==> src/rtl/port_wr_sram_scanner_if.sv <==
// Status-beat bundle between the per-port SRAM scanner and the
// write-side matcher, with the scan controls and packed SRAM state.
interface port_wr_sram_scanner_if #(
    parameter int SRAM_NUM = 32,
    parameter int FREE_W   = 11,
    parameter int AMT_W    = 9
);
    logic                       scan_enable;
    logic                       match_suc;
    logic [SRAM_NUM-1:0]        occupy_mask;
    logic                       own_sram_valid;
    logic [4:0]                 own_sram;
    logic [SRAM_NUM*FREE_W-1:0] free_space_all;
    logic [SRAM_NUM*AMT_W-1:0]  packet_amount_all;
    logic [4:0]                 matching_sram;
    logic                       accessible;
    logic [FREE_W-1:0]          free_space;
    logic [AMT_W-1:0]           packet_amount;
    logic                       sweep_done;

    modport master (
        output scan_enable, match_suc, occupy_mask,
        output own_sram_valid, own_sram,
        output free_space_all, packet_amount_all,
        input  matching_sram, accessible,
        input  free_space, packet_amount, sweep_done
    );

    modport slave (
        input  scan_enable, match_suc, occupy_mask,
        input  own_sram_valid, own_sram,
        input  free_space_all, packet_amount_all,
        output matching_sram, accessible,
        output free_space, packet_amount, sweep_done
    );
endinterface

==> src/rtl/port_wr_sram_scanner.sv <==
// Per-port rotating SRAM poller: presents one registered SRAM status
// beat per cycle to the write-side matcher and flags full sweeps.
module port_wr_sram_scanner #(
    parameter int SRAM_NUM = 32,
    parameter int PORT_ID  = 0,
    parameter int FREE_W   = 11,
    parameter int AMT_W    = 9
) (
    input  logic                  clk,
    input  logic                  rst_n,
    port_wr_sram_scanner_if.slave bus
);
    localparam logic [4:0] PTR_RST  = 5'(PORT_ID % SRAM_NUM);
    localparam logic [4:0] PTR_LAST = 5'(SRAM_NUM - 1);
    localparam logic [5:0] CNT_LAST = 6'(SRAM_NUM - 1);

    logic [4:0]        r_ptr;
    logic [5:0]        r_cnt;
    logic [4:0]        r_idx;
    logic              r_acc;
    logic [FREE_W-1:0] r_free;
    logic [AMT_W-1:0]  r_amt;
    logic              r_done;

    logic              w_adv;
    logic [4:0]        w_ptr_nxt;
    logic [FREE_W-1:0] w_free_sel;
    logic [AMT_W-1:0]  w_amt_sel;
    logic              w_occ_sel;
    logic              w_own_hit;
    logic              w_acc_nxt;

    assign w_adv     = bus.scan_enable && !bus.match_suc;
    assign w_ptr_nxt = (r_ptr == PTR_LAST) ? 5'd0 : r_ptr + 5'd1;

    always_comb begin
        w_free_sel = '0;
        w_amt_sel  = '0;
        w_occ_sel  = 1'b0;
        for (int i = 0; i < SRAM_NUM; i++) begin
            if (r_ptr == 5'(i)) begin
                w_free_sel = bus.free_space_all[i*FREE_W +: FREE_W];
                w_amt_sel  = bus.packet_amount_all[i*AMT_W +: AMT_W];
                w_occ_sel  = bus.occupy_mask[i];
            end
        end
    end

    // r_ptr never reaches SRAM_NUM, so an out-of-range own_sram cannot hit
    assign w_own_hit = bus.own_sram_valid && (bus.own_sram == r_ptr);
    assign w_acc_nxt = bus.scan_enable && (!w_occ_sel || w_own_hit);

    always_ff @(posedge clk) begin
        if (!rst_n) begin
            r_ptr <= PTR_RST;
        end else if (w_adv) begin
            r_ptr <= w_ptr_nxt;
        end
    end

    always_ff @(posedge clk) begin
        if (!rst_n) begin
            r_idx  <= '0;
            r_acc  <= 1'b0;
            r_free <= '0;
            r_amt  <= '0;
        end else begin
            r_idx  <= r_ptr;
            r_acc  <= w_acc_nxt;
            r_free <= w_free_sel;
            r_amt  <= w_amt_sel;
        end
    end

    // Sweep count restarts whenever the scan stops or a match lands
    always_ff @(posedge clk) begin
        if (!rst_n) begin
            r_cnt  <= '0;
            r_done <= 1'b0;
        end else if (!w_adv) begin
            r_cnt  <= '0;
            r_done <= 1'b0;
        end else if (r_cnt == CNT_LAST) begin
            r_cnt  <= '0;
            r_done <= 1'b1;
        end else begin
            r_cnt  <= r_cnt + 6'd1;
            r_done <= 1'b0;
        end
    end

    assign bus.matching_sram = r_idx;
    assign bus.accessible    = r_acc;
    assign bus.free_space    = r_free;
    assign bus.packet_amount = r_amt;
    assign bus.sweep_done    = r_done;
endmodule

==> src/flat_wrapper.sv <==
// flat-port wrapper written by rule: the top's interface ports become plain ports
module port_wr_sram_scanner_flat 
#(
    parameter int SRAM_NUM = 32,
    parameter int PORT_ID  = 0,
    parameter int FREE_W   = 11,
    parameter int AMT_W    = 9
)
  (clk, rst_n, bus_scan_enable, bus_match_suc, bus_occupy_mask, bus_own_sram_valid, bus_own_sram, bus_free_space_all, bus_packet_amount_all, bus_matching_sram, bus_accessible, bus_free_space, bus_packet_amount, bus_sweep_done);
  port_wr_sram_scanner_if #(.SRAM_NUM(SRAM_NUM), .FREE_W(FREE_W), .AMT_W(AMT_W)) bus_i ();
  input  logic clk;
  input  logic rst_n;
  input wire logic [$bits(bus_i.scan_enable)-1:0] bus_scan_enable;
  input wire logic [$bits(bus_i.match_suc)-1:0] bus_match_suc;
  input wire logic [$bits(bus_i.occupy_mask)-1:0] bus_occupy_mask;
  input wire logic [$bits(bus_i.own_sram_valid)-1:0] bus_own_sram_valid;
  input wire logic [$bits(bus_i.own_sram)-1:0] bus_own_sram;
  input wire logic [$bits(bus_i.free_space_all)-1:0] bus_free_space_all;
  input wire logic [$bits(bus_i.packet_amount_all)-1:0] bus_packet_amount_all;
  output wire logic [$bits(bus_i.matching_sram)-1:0] bus_matching_sram;
  output wire logic [$bits(bus_i.accessible)-1:0] bus_accessible;
  output wire logic [$bits(bus_i.free_space)-1:0] bus_free_space;
  output wire logic [$bits(bus_i.packet_amount)-1:0] bus_packet_amount;
  output wire logic [$bits(bus_i.sweep_done)-1:0] bus_sweep_done;
  assign bus_i.scan_enable = bus_scan_enable;
  assign bus_i.match_suc = bus_match_suc;
  assign bus_i.occupy_mask = bus_occupy_mask;
  assign bus_i.own_sram_valid = bus_own_sram_valid;
  assign bus_i.own_sram = bus_own_sram;
  assign bus_i.free_space_all = bus_free_space_all;
  assign bus_i.packet_amount_all = bus_packet_amount_all;
  assign bus_matching_sram = bus_i.matching_sram;
  assign bus_accessible = bus_i.accessible;
  assign bus_free_space = bus_i.free_space;
  assign bus_packet_amount = bus_i.packet_amount;
  assign bus_sweep_done = bus_i.sweep_done;
  port_wr_sram_scanner #(.SRAM_NUM(SRAM_NUM), .PORT_ID(PORT_ID), .FREE_W(FREE_W), .AMT_W(AMT_W)) u_core (.clk(clk), .rst_n(rst_n), .bus(bus_i));
endmodule
==> config.mk <==
export PLATFORM = sky130hd
export DESIGN_NAME = port_wr_sram_scanner_flat
export DESIGN_NICKNAME = d
export VERILOG_FILES = /design/src/rtl/port_wr_sram_scanner_if.sv /design/src/rtl/port_wr_sram_scanner.sv /design/src/flat_wrapper.sv
export SDC_FILE = /design/constraint.sdc
export NUM_CORES = 1
export LEC_CHECK = 0
export BUFFER_PORTS_ARGS = -buffer_cell sky130_fd_sc_hd__buf_2
export CAP_MARGIN = 20
export CORE_AREA = 2 2 278 280
export DETAILED_ROUTE_END_ITERATION = 10
export DIE_AREA = 0 0 280 282
export PLACE_DENSITY = 0.35
export SKIP_LAST_GASP = 1
export SYNTH_ARGS = -nofsm -noshare
export SYNTH_HDL_FRONTEND = slang
export SYNTH_SLANG_ARGS = --single-unit
==> constraint.sdc <==
create_clock -name clk -period 6.4 [get_ports clk]
set_input_delay 0.64 -clock clk [delete_from_list [all_inputs] [get_ports clk]]
set_output_delay 0.64 -clock clk [all_outputs]
set_load 0.005 [all_outputs]
==> run summary, run 1 <==
GRT overflow -> 0
Slew HR -> 0.223
critical path class -> reg2reg
DR top layer -> met5
Final setup viols -> 0
root buffer cell -> clkbuf_16
mux cell area share after synthesis -> 0.00262
# DRC -> 0
initial antenna violation count -> 99
CP Data Arrival Time -> 5.11 ns
Clk pwr share -> 0.277
Worst-Margin Slew -> 1.16 ns
#FFs+latches synth -> 38
minimum clock period -> 4.86 ns
f_max -> 0.206 GHz
Most used DFF post-synth -> dfxtp_1
Synth-to-Final Area Change -> 61.9%
# IOs -> 709
WL met2 -> 47300 um
Inserted Clock Buffers -> 5
WL/cell -> 34.7 um
Initial Utilization -> 0.101
max_cap viols -> 0
largest net degree at the start of global routing -> 73
Vias per Instance -> 4.85
worst hold slack -> 0.447 ns
Final Max Tran Viols -> 0
clk_lat worst skew -> 0.32 ns
post-cts sizing count -> 0
Core Region -> 75700 um2
Die Area -> 79000 um2
Final Hold Violating Endpoints -> 0
PwrDens -> 95.3 nW/um2
fin cells -> 2810
largest family of logic cells by synthesized area -> compound AO/OA/AOI/OAI gates
Post-synth ARST share -> 0
Die X -> 280 um
share of the synthesized area in the top cell type -> 0.0995
placer congestion estimate -> 0.923
commonest non-fill, non-tap cell in the layout -> buf_2
layout cells sized above 1 -> 0.434
adder-cell share of the synthesized area -> 0.0115
YS warnings -> 0
Net Sw Frac -> 0.417
postcts setup bufs -> 0
H-tree depth -> 2
Synth Net Count -> 1859
sequential area share after synthesis -> 0.0995
clk slew on worst S/H paths -> 0.08 ns
Setup crit start kind -> flip-flop
Leak -> 0.00526 uW
Fin Clk Skew -> 0.0101 ns
RSZ-0062 raised after global routing -> no
placed cells -> 2778
Detailed Route WL -> 97400 um
Vias -> 13600
Flop pwr share -> 0.233
Int Power -> 688 uW
fillcell total -> 8898
Net Sw Power -> 492 uW
critical path data required time -> 6.65 ns
CTS tree -> done
reg2reg path depth -> 7
most frequent cells in the layout -> buf_2 (708), nor2_1 (128), nand2_1 (108), o22ai_1 (82), a21oi_1 (80)
chip height -> 282 um
hold crit path type -> reg2reg
vias in the first global route -> 13600
Post-synth EDFFs -> 0
Final Instance Area -> 12400 um2
crit share post-route -> 0.760
cell taking the most area after synthesis -> dfxtp_1
Num Clock Sinks -> 38
Iter 0 DRT Violations -> 1127
row count -> 101
Cells after Synth -> 1170
Initial DRT Pass Iterations -> 5
DP Wirelength -> 84900 um
Synth Area per Inst -> 6.53 um2
metal3 WL -> 8390 um
Area contributors post-synth -> dfxtp_1 (10%), o22ai_1 (6.7%), nor2_1 (6.3%), a221oi_1 (5.8%), nand2_1 (5.3%)
Min-Delay Path Depth -> 1
crit-path max FO -> 41
synthesized area -> 7640 um2
Max VDD drop -> 0.0892 mV
status -> complete, no violations
Post-Synth Simple-Gate Area -> 0.317
Clock Tree Buf Depth -> 2
first-pass GRT wire length -> 125000 um
# hold bufs at CTS -> 0
Post-Place Cell Area -> 12100 um2
setup_tns -> 0 ns
total track usage -> 0.233
metal1 wirelength -> 39500 um
combinational share of power -> 0.490
Port Buf Inserts -> 708
Final #Nets -> 2497
Final ANT Viol Nets -> 0
Distinct cells, synth -> 93
Critical Path End Type -> flip-flop
post-synthesis xor/xnor area fraction -> 0.00917
compound-cell area share of the yosys netlist -> 0.480
[worst max-delay path, stage by stage, from the launching register on]
cell and delay (ns):
dfxtp_1 0.49, ha_2 0.92, nand4b_1 1.08, nand2_1 0.75
o22ai_1 0.33, a2111oi_1 0.72, a2111oi_0 0.28, o21ai_1 0.21
[final timing paths]
path / start / to / slack [ns]
max: u_core.r_ptr[0] / u_core.bus.free_space[9] / 1.54
min reg2reg: u_core.r_cnt[0] / u_core.r_cnt[0] / 0.45
max reg2reg: u_core.r_ptr[0] / u_core.bus.free_space[9] / 1.54
min: u_core.r_cnt[0] / u_core.r_cnt[0] / 0.45
[stage by stage]
step / total power, uW / util / setup slack (ns)
4_1_cts: 1190 / 0.162 / 1.36
5_1_grt: 1230 / 0.163 / 1.14
3_5_place_dp: 857 / 0.160 / 1.39
2_1_floorplan: 442 / - / 3.27
3_3_place_gp: 859 / 0.160 / 1.52
6_report: 1180 / 0.163 / 1.54
[Yosys cell counts (all sizes together) (6+ instances only)]
cell type / n
a21oi: 81
o22a: 12
nor4: 19
o22ai: 82
o211ai: 25
and3: 20
a221o: 22
nor3: 37
o21ai: 76
nand2b: 10
buf: 57
nand3: 39
nand4b: 8
a221oi: 51
dfxtp: 38
o21a: 6
o31a: 9
a211oi: 14
nand2: 108
xnor2: 6
nor2: 138
or2: 7
a31oi: 10
nand4: 11
or3: 15
and2: 8
ha: 7
a22oi: 46
a2111oi: 9
nor2b: 7
or4: 8
o2111ai: 7
clkbuf: 48
nand3b: 6
inv: 20
o221ai: 17
[logic make-up after synthesis]
logic type / count (synthesis)
adders and majority gates: 7
AOI/OAI and AO/OA: 520
and+or+nand+nor: 469
muxes: 2
xor gates and xnor gates: 8
buffers and inverters: 126
DFF: 38
[registers in the layout, summed over array words and instances, names as in the netlist]
name,cells
u_core.bus.accessible,1
u_core.bus.free_space,11
u_core.bus.matching_sram,5
u_core.bus.packet_amount,9
u_core.bus.sweep_done,1
u_core.r_cnt,6
u_core.r_ptr,5
[per-layer routing]
metal,vias to the layer above,GRT usage
li1,5994,-
met1,6629,0.283
met2,756,0.410
met3,172,0.0737
met4,78,0.0318
met5,-,0
[cell type report]
cell class                      count  area [um2]  area share
Timing Repair Buffer              736        3770       0.304
Sequential cell                    38         767      0.0620
Clock inverter                      3        43.8     0.00354
Multi-Input combinational cell   1006        6310       0.510
Inverter                           21        78.8     0.00637
Tap cell                          978        1220      0.0989
Antenna cell                       23        57.6     0.00465
Clock buffer                        5         125      0.0101
[power by group through the flow]
stage | Clock [uW] | Combinational (uW) | Sequential [uW]
2_1_floorplan | 0 | 174 | 268
3_3_place_gp | 0 | 578 | 281
3_5_place_dp | 0 | 577 | 281
4_1_cts | 332 | 580 | 275
5_1_grt | 344 | 609 | 277
6_report | 327 | 577 | 275
No activity file was read; power rests on OpenSTA's default activity.
==> run 2, diff against run 1 <==
- PLACE_DENSITY: 0.35 -> 0.36
- clock period: 6.4 -> 4.3 ns (I/O delays scaled with it)
==> run summary, run 2 (synthesis results as in run 1) <==
most frequent cells in the layout -> buf_2 (708), nor2_1 (128), nand2_1 (108), o22ai_1 (82), a21oi_1 (80)
Num Clock Sinks -> 38 (unchanged)
H-tree depth -> 2 (unchanged)
Initial Utilization -> 0.101 (unchanged)
# IOs -> 709 (unchanged)
chip height -> 282 um (unchanged)
Initial DRT Pass Iterations -> 7 (+2)
total track usage -> 0.238 (+0.00416)
minimum clock period -> 3.98 ns (-0.887 ns)
f_max -> 0.252 GHz (+22%)
Final Max Tran Viols -> 0 (unchanged)
Leak -> 0.00543 uW (+3.2%)
WL/cell -> 34.8 um (+0.44%)
Fin Clk Skew -> 0.00953 ns (-0.000530 ns)
Final ANT Viol Nets -> 0 (unchanged)
hold crit path type -> in2reg
Die X -> 280 um (unchanged)
PwrDens -> 136 nW/um2 (+42%)
vias in the first global route -> 13900 (+1.9%)
status -> complete, no violations
Inserted Clock Buffers -> 5 (unchanged)
row count -> 101 (unchanged)
DP Wirelength -> 87400 um (+2.9%)
Min-Delay Path Depth -> 3 (+2)
commonest non-fill, non-tap cell in the layout -> buf_2
crit-path max FO -> 20 (-51%)
first-pass GRT wire length -> 127000 um (+2.1%)
clk_lat worst skew -> 0.31 ns (about the same)
Vias -> 14000 (+3.0%)
Vias per Instance -> 4.94 (+1.8%)
layout cells sized above 1 -> 0.447 (+0.0121)
CP Data Arrival Time -> 4.22 ns (-0.89 ns)
placed cells -> 2814 (+1.3%)
fin cells -> 2845 (+1.2%)
RSZ-0062 raised after global routing -> no
max reg flops -> 11 (unchanged)
initial antenna violation count -> 81 (-18%)
CTS tree -> done
Die Area -> 79000 um2 (unchanged)
clk slew on worst S/H paths -> 0.08 ns (about the same)
Final setup viols -> 0 (unchanged)
Iter 0 DRT Violations -> 1222 (+8.4%)
max_cap viols -> 0 (unchanged)
setup_tns -> 0 ns (unchanged)
reg2reg path depth -> 9 (+2)
Synth-to-Final Area Change -> 65.2%
Worst-Margin Slew -> 0.969 ns (-0.196 ns)
Slew HR -> 0.352 (+0.129)
largest net degree at the start of global routing -> 55 (-25%)
Final #Nets -> 2533 (+1.4%)
placer congestion estimate -> 0.958 (+3.8%)
fillcell total -> 8863 (-0.39%)
critical path class -> reg2reg
GRT overflow -> 0 (unchanged)
crit share post-route -> 0.924 (+0.165)
r2r setup slk -> 0.32 ns (-1.21 ns)
root buffer cell -> clkbuf_16
Max VDD drop -> 0.122 mV (+37%)
critical path data required time -> 4.54 ns (-2.11 ns)
Setup crit start kind -> flip-flop
Detailed Route WL -> 99100 um (+1.7%)
Critical Path End Type -> flip-flop
Clock Tree Buf Depth -> 2 (unchanged)
Final Hold Violating Endpoints -> 0 (unchanged)
Tot Pwr -> 1710 uW (+45%)
Port Buf Inserts -> 708 (unchanged)
Core Region -> 75700 um2 (unchanged)
# DRC -> 0 (unchanged)
-- run 2: area by class of cell --
cell class / count / area (um2) / area share
flip-flops and latches: 38 / 767 / 0.0607
well taps: 978 / 1220 / 0.0969
repair buffers: 772 / 4030 / 0.319
clock inverters: 3 / 21.3 / 0.00168
inverters: 21 / 78.8 / 0.00624
multi-input cells: 1006 / 6330 / 0.501
diodes: 22 / 55.1 / 0.00436
clock buffers: 5 / 125 / 0.00991
-- run 2: per-layer routing --
metal / part of all wire / routed length, um / track usage / vias to the layer above
met5: 0.0037 / 364 / 0 / -
met4: 0.021 / 2130 / 0.0435 / 54
met3: 0.077 / 7620 / 0.0613 / 168
met2: 0.48 / 47800 / 0.413 / 846
met1: 0.42 / 41100 / 0.296 / 6909
li1: - / - / - / 6064
-- run 2: where the power goes --
part | switching (uW) | total, uW | internal (uW)
logic | 495 | 881 | 387
registers | 27.7 | 406 | 378
clock network | 208 | 424 | 217
total | 730 | 1710 | 981
-- run 2: metrics by stage --
step                      hold WS [ns]  area, um2   util  setup WS (ns)
after global routing             0.416      12600  0.167          0.160
after detailed placement         0.440      12400  0.164       0.000483
final                            0.395      12600  0.167          0.325
after floorplan                  0.418       7640      -           1.17
after CTS                        0.388      12500  0.166         0.0240
after global placement           0.438      12400  0.164          0.114
-- run 2: timing repair --
action                                  in CTS  in global routing
hold buffers                                 0                  0
gates resized for setup                      0                  2
setup buffers                                0                  0
endpoints found under the hold margin        0                  0
endpoints found under the setup margin       0                  2
-- run 2: worst paths after layout --
path / endpoint / start
hold / removal: u_core.bus.packet_amount[4] / bus_packet_amount_all[283]
setup / recovery: u_core.bus.free_space[9] / u_core.r_ptr[1]
setup reg to reg: u_core.bus.free_space[9] / u_core.r_ptr[1]
hold reg to reg: u_core.r_cnt[0] / u_core.r_cnt[0]
-- run 2: critical path, cell delays in order, from the launching register on --
cell	delay [ns]
dfxtp_1	0.49
inv_1	0.13
ha_2	0.35
nor3b_4	0.36
and2_1	0.65
a221oi_1	0.19
or4_1	0.70
a2111oi_1	0.68
a2111oi_0	0.18
o21ai_1	0.16
